<file path="src/rtl/ex_md_stage.sv">
// rtl/ex_md_stage.sv - MIPS execute stage: ALU, optional HI/LO multiply/divide unit (MD_UNIT_EN), E->M register
module ex_md_stage #(
    parameter int MULT_CYCLES = 5,
    parameter int DIV_CYCLES  = 10
) (
    input  logic        clk,
    input  logic        clr,
    input  logic [31:0] Instr_E,
    input  logic [31:0] PC_E,
    input  logic [31:0] RS_E,
    input  logic [31:0] RT_E,
    input  logic [31:0] Imm32_E,
    input  logic [4:0]  WReg_E,
    output logic [31:0] Instr_M,
    output logic [31:0] ALUOut_M,
    output logic [31:0] PC_M,
    output logic [31:0] WData_M,
    output logic [4:0]  WReg_M,
    output logic        md_busy,
    output logic        md_stall
);
    logic [5:0]  op;
    logic [5:0]  fn;
    logic [4:0]  shamt;
    logic        is_r;
    logic [31:0] alu_res;
    logic [31:0] result;

    assign op    = Instr_E[31:26];
    assign fn    = Instr_E[5:0];
    assign shamt = Instr_E[10:6];
    assign is_r  = (op == 6'h00);

    always_comb begin
        alu_res = '0;
        if (is_r) begin
            case (fn)
                6'h21:   alu_res = RS_E + RT_E;
                6'h23:   alu_res = RS_E - RT_E;
                6'h24:   alu_res = RS_E & RT_E;
                6'h25:   alu_res = RS_E | RT_E;
                6'h2a:   alu_res = {31'b0, $signed(RS_E) < $signed(RT_E)};
                6'h00:   alu_res = RT_E << shamt;
                default: alu_res = '0;
            endcase
        end else begin
            case (op)
                6'h0d:                      alu_res = RS_E | Imm32_E;
                6'h0f:                      alu_res = {Imm32_E[15:0], 16'h0000};
                6'h23, 6'h2b, 6'h20, 6'h28: alu_res = RS_E + Imm32_E;
                default:                    alu_res = '0;
            endcase
        end
    end

`ifdef MD_UNIT_EN
    localparam int MAX_CYC = (MULT_CYCLES > DIV_CYCLES) ? MULT_CYCLES : DIV_CYCLES;
    localparam int CNT_W   = $clog2(MAX_CYC + 1);

    logic [CNT_W-1:0] cnt;
    logic [31:0]      hi;
    logic [31:0]      lo;
    logic [31:0]      op_a;
    logic [31:0]      op_b;
    logic             op_div;
    logic             op_signed;
    logic [63:0]      prod;
    logic [31:0]      quot;
    logic [31:0]      rem;
    logic             is_muldiv;
    logic             is_md;
    logic             md_start;

    assign is_muldiv = is_r && (fn[5:2] == 4'b0110);
    assign is_md     = is_muldiv || (is_r && (fn[5:2] == 4'b0100));
    assign md_busy   = (cnt != '0);
    assign md_stall  = is_md && md_busy;
    assign md_start  = is_muldiv && !md_stall;

    // Signed and unsigned products share one 64x64 multiplier via conditional sign extension.
    always_comb begin
        prod = {{32{op_signed & op_a[31]}}, op_a} * {{32{op_signed & op_b[31]}}, op_b};
        if (op_signed) begin
            quot = $signed(op_a) / $signed(op_b);
            rem  = $signed(op_a) % $signed(op_b);
        end else begin
            quot = op_a / op_b;
            rem  = op_a % op_b;
        end
    end

    always_ff @(posedge clk) begin
        if (clr) begin
            cnt       <= '0;
            hi        <= '0;
            lo        <= '0;
            op_a      <= '0;
            op_b      <= '0;
            op_div    <= 1'b0;
            op_signed <= 1'b0;
        end else if (md_start) begin
            cnt       <= fn[1] ? CNT_W'(DIV_CYCLES) : CNT_W'(MULT_CYCLES);
            op_a      <= RS_E;
            op_b      <= RT_E;
            op_div    <= fn[1];
            op_signed <= !fn[0];
        end else if (md_busy) begin
            cnt <= cnt - 1'b1;
            // Divide by zero still burns the full latency but leaves HI/LO intact.
            if (cnt == CNT_W'(1)) begin
                if (!op_div) begin
                    hi <= prod[63:32];
                    lo <= prod[31:0];
                end else if (op_b != '0) begin
                    hi <= rem;
                    lo <= quot;
                end
            end
        end else if (is_r && fn == 6'h11) begin
            hi <= RS_E;
        end else if (is_r && fn == 6'h13) begin
            lo <= RS_E;
        end
    end

    always_comb begin
        result = alu_res;
        if (is_r && fn == 6'h10) result = hi;
        if (is_r && fn == 6'h12) result = lo;
    end
`else
    logic [31:0] unused_cfg;
    assign unused_cfg = 32'(MULT_CYCLES + DIV_CYCLES);
    assign md_busy    = 1'b0;
    assign md_stall   = 1'b0;
    assign result     = alu_res;
`endif

    // A stalled instruction leaves a bubble (sll $0,$0,0) behind in M.
    always_ff @(posedge clk) begin
        if (clr || md_stall) begin
            Instr_M  <= '0;
            ALUOut_M <= '0;
            PC_M     <= '0;
            WData_M  <= '0;
            WReg_M   <= '0;
        end else begin
            Instr_M  <= Instr_E;
            ALUOut_M <= result;
            PC_M     <= PC_E;
            WData_M  <= RT_E;
            WReg_M   <= WReg_E;
        end
    end
endmodule

</file>
<file path="config.mk">
export PLATFORM = sky130hd
export DESIGN_NAME = ex_md_stage
export DESIGN_NICKNAME = d
export VERILOG_FILES = /design/src/rtl/ex_md_stage.sv
export SDC_FILE = /design/constraint.sdc
export NUM_CORES = 1
export LEC_CHECK = 0
export ABC_AREA = 1
export BUFFER_PORTS_ARGS = -buffer_cell sky130_fd_sc_hd__buf_2
export CAP_MARGIN = 20
export CORE_ASPECT_RATIO = 0.6
export CORE_MARGIN = 3
export CORE_UTILIZATION = 45
export DETAILED_ROUTE_END_ITERATION = 8
export MAX_ROUTING_LAYER = met4
export PLACE_DENSITY = 0.68
export SLEW_MARGIN = 10
export SYNTH_ARGS = -nofsm -noshare
export SYNTH_HDL_FRONTEND = slang
export SYNTH_SLANG_ARGS = --single-unit
</file>
<file path="constraint.sdc">
create_clock -name clk -period 2.75 [get_ports clk]
set_clock_uncertainty 0.2 [all_clocks]
set_input_delay 0.55 -clock clk [delete_from_list [all_inputs] [get_ports clk]]
set_output_delay 0.55 -clock clk [all_outputs]
set_load 0.005 [all_outputs]
</file>
==> results.md <==
- Worst slew pin tran: 0.821 ns
- Max-Cap Viols: 0
- Iter 0 DRT Violations: 3062
- Final Cycle Share: a little over nine tenths
- Clk buf depth: 2
- Post-route DRC: 0
- DP Area: a little under 20000 sq um
- Power density over the cells: 384 nW/um^2
- Proportion of layout cells with a drive suffix above 1: between 20% and 30%
- CP peak stage delay: 0.33 ns
- Vias in the first global route: roughly 18000
- Gr usage total: 43.4%
- Fmax achieved: around 0.37 GHz
- Sw power: 3.08 mW
- Drt first pass iters: 8
- I/O pin total: 302
- Period minus WS final: 2.71 ns
- Vias: 19900
- Post-synth EDFFs: 0
- Crit start category: input pin
- Via density per instance: roughly 5.5
- Slowest cell on crit path: ha_2
- Area Growth Syn to Fin: 34.6%
- Largest net degree at the start of global routing: 60
- Setup_tns: 0 ns
- Final cell area excluding filler cells: 19900 sq um
- WP buf/inv: 5
- Most frequent cells in the layout: nand2_1 (725), inv_1 (493), buf_4 (336), nor2_1 (301), buf_2 (298)
- Row count: 50
- Final wirelength: 76900 microns
- Mapped cell area: around 15000 sq um
- Clock slew at reported path FFs: about 0.07 ns
- Hold Buf Count CTS: 0
- Final Non-Filler Cells: 3617
- Syn Inst Count: roughly 2600
- Clock share of power: around 33%
- Critical Path RT: 2.93 ns
- Overflow after GRT: 0
- Die Span Y: 146 microns
- VDD IR max: 0.000444 V
- Sequential cell fraction of total power: 26.7%
- Final Power: 7.63 mW
- Worst Setup End Kind: flip-flop
- Die area: 35100 sq um
- Mean Syn Cell Area: between 5 and 6 sq um
- Most used DFF post-synth: dfxtp_1
- Clk root buf: clkbuf_16
- Async SR Flop Fraction: 0%
- Die width: roughly 240 microns
- Seq cells post-synth: around 130
- HP Class: input pin to flip-flop
- First-pass GRT wire length: between 100000 and 150000 microns
- Avg WL per Cell: 21.3 microns
- Sequential area share after synthesis: 18.0%
- Initial Utilization: 46.6%
- Final Hold Fails: 0
- Critical path cell sequence: buf_2 -> inv_1 -> ha_2 -> buf_4 -> nor2_2 -> inv_1 -> nor2_2 -> inv_1 -> nor2_2 -> nand2_1 -> nand2_2 -> nand2_1 -> nand3_1 -> nand3_4 -> nand2_2 -> nand2_1 -> a21oi_2
- CP arrival: 2.89 ns
- Placed cell count: 3585
- Outcome: finished, final reports clean
- Comb power frac: about 41%
- CTS Buf Count: 17
- Clock Sinks: 133
- Core ar.: ~32000 sq um
- Most common cell after layout, fill and taps aside: nand2_1
- Fin. max-slew vios: 0
- Crit Path Class: input pin to flip-flop
- Pleak: roughly 12 nW
- H-Tree Depth: 4
- Synth unique cells: 47
- DP HPWL: around 64000 microns
- Nets: approximately 3500
- Sw frac: 40.4%
- Internal power: ~4.6 mW
- Endpoints failing setup: 0
- Total setup buffers inserted after CTS: 0
- Antenna viol nets, final: 0
- Worst slew margin: 45.2%
- Gpl congestion: roughly 1.1
- I/O Buffers: about 300
- Ys Warns: 0
- Ant. Diodes: 0
- Initial antenna violation count: 2
- CTS tree: done
- Worst path top cell family by delay: simple AND/OR/NAND/NOR gates
- Worst Path Max Fanout: 5
flip-flops by register name, summed over array words and instances, names as in the netlist:
name	flops
ALUOut_M	32
Instr_M	32
PC_M	32
WData_M	32
WReg_M	5
stage by stage:
step	util [%]	worst slack (ns)	hold WS, ns
finish	62.7	0.0423	0.0926
CTS	62.5	0.0251	0.0879
detailed placement	60.6	-0.517	0.558
floorplan	-	0.306	0.457
global placement	60.6	-0.576	0.549
global route	62.7	-0.0802	0.0847
power groups by stage:
stage,logic (mW),registers [mW],clock network (mW)
floorplan,1.46,2.09,0
global placement,2.87,2.08,0
detailed placement,2.92,2.08,0
CTS,2.95,2.04,2.48
global route,3.31,2.05,2.57
finish,3.10,2.04,2.50
per-layer routing:
layer | GRT usage [%] | share of wire [%] | wire length (microns) | up-vias
li1 | - | - | - | 9250
met1 | 59.1 | 42 | 32600 | 8964
met2 | 57.5 | 38 | 29100 | 1473
met3 | 14.3 | 15 | 11200 | 231
met4 | 19.1 | 5.2 | 4000 | 0
met5 | - | 0 | 0 | -
synth_stat cells (4+ instances only):
master    instances  share of area (%)
a21oi_1         117                4.0
a31oi_1           4               0.17
a21oi_2          10               0.59
nand4_1          15               0.64
o21ai_0          88                3.0
nand3b_1         12               0.61
buf_2            33                1.1
dfxtp_1         133                 18
nand2_1         734                 19
buf_6             6               0.46
o211ai_1         15               0.76
inv_1           493                 13
clkbuf_1         32               0.81
or2_2             6               0.25
o21ai_1          18               0.61
ha_1            166                 14
nor2_1          302                7.7
nor3_1           20               0.68
nand2_2           8               0.34
buf_1             4               0.10
o22ai_1          40                1.7
o21bai_1         13               0.66
nand3_1         260                8.8
buf_4             8               0.41
inv_2             9               0.23
nor2_2           11               0.47
and2_1            7               0.30
area by class of cell:
class	instances	area [sq um]
clock inverters	14	168
inverters	504	1890
well taps	416	520
repair buffers	650	4330
fillers	3098	11800
clock buffers	18	429
flip-flops and latches	133	2660
multi-input cells	1882	9880
repair_timing:
item	in CTS	in global routing
resized for setup	1	17
endpoints found under the setup margin	1	10
pin swaps	0	1
endpoints found under the hold margin	0	0
cells by family (layout without fill, tap and decap cells):
family / after synthesis / in the layout / synth area share [%]
xor+xnor: 3 / 3 / 0.178
simple gates: 1391 / 1391 / 39.5
flops: 133 / 133 / 18.0
compound gates: 317 / 317 / 12.1
buf+inv: 587 / 1186 / 15.7
other cells: 1 / 2 / 0.0254
fa+ha+maj: 169 / 169 / 14.5
final timing paths:
kind | startpoint | end | slack, ns | depth (start not counted)
max | RS_E[12] | ALUOut_M[0] | 0.04 | 17
min | PC_E[20] | PC_M[20] | 0.09 | 3
(Power assumes the default switching activity.)
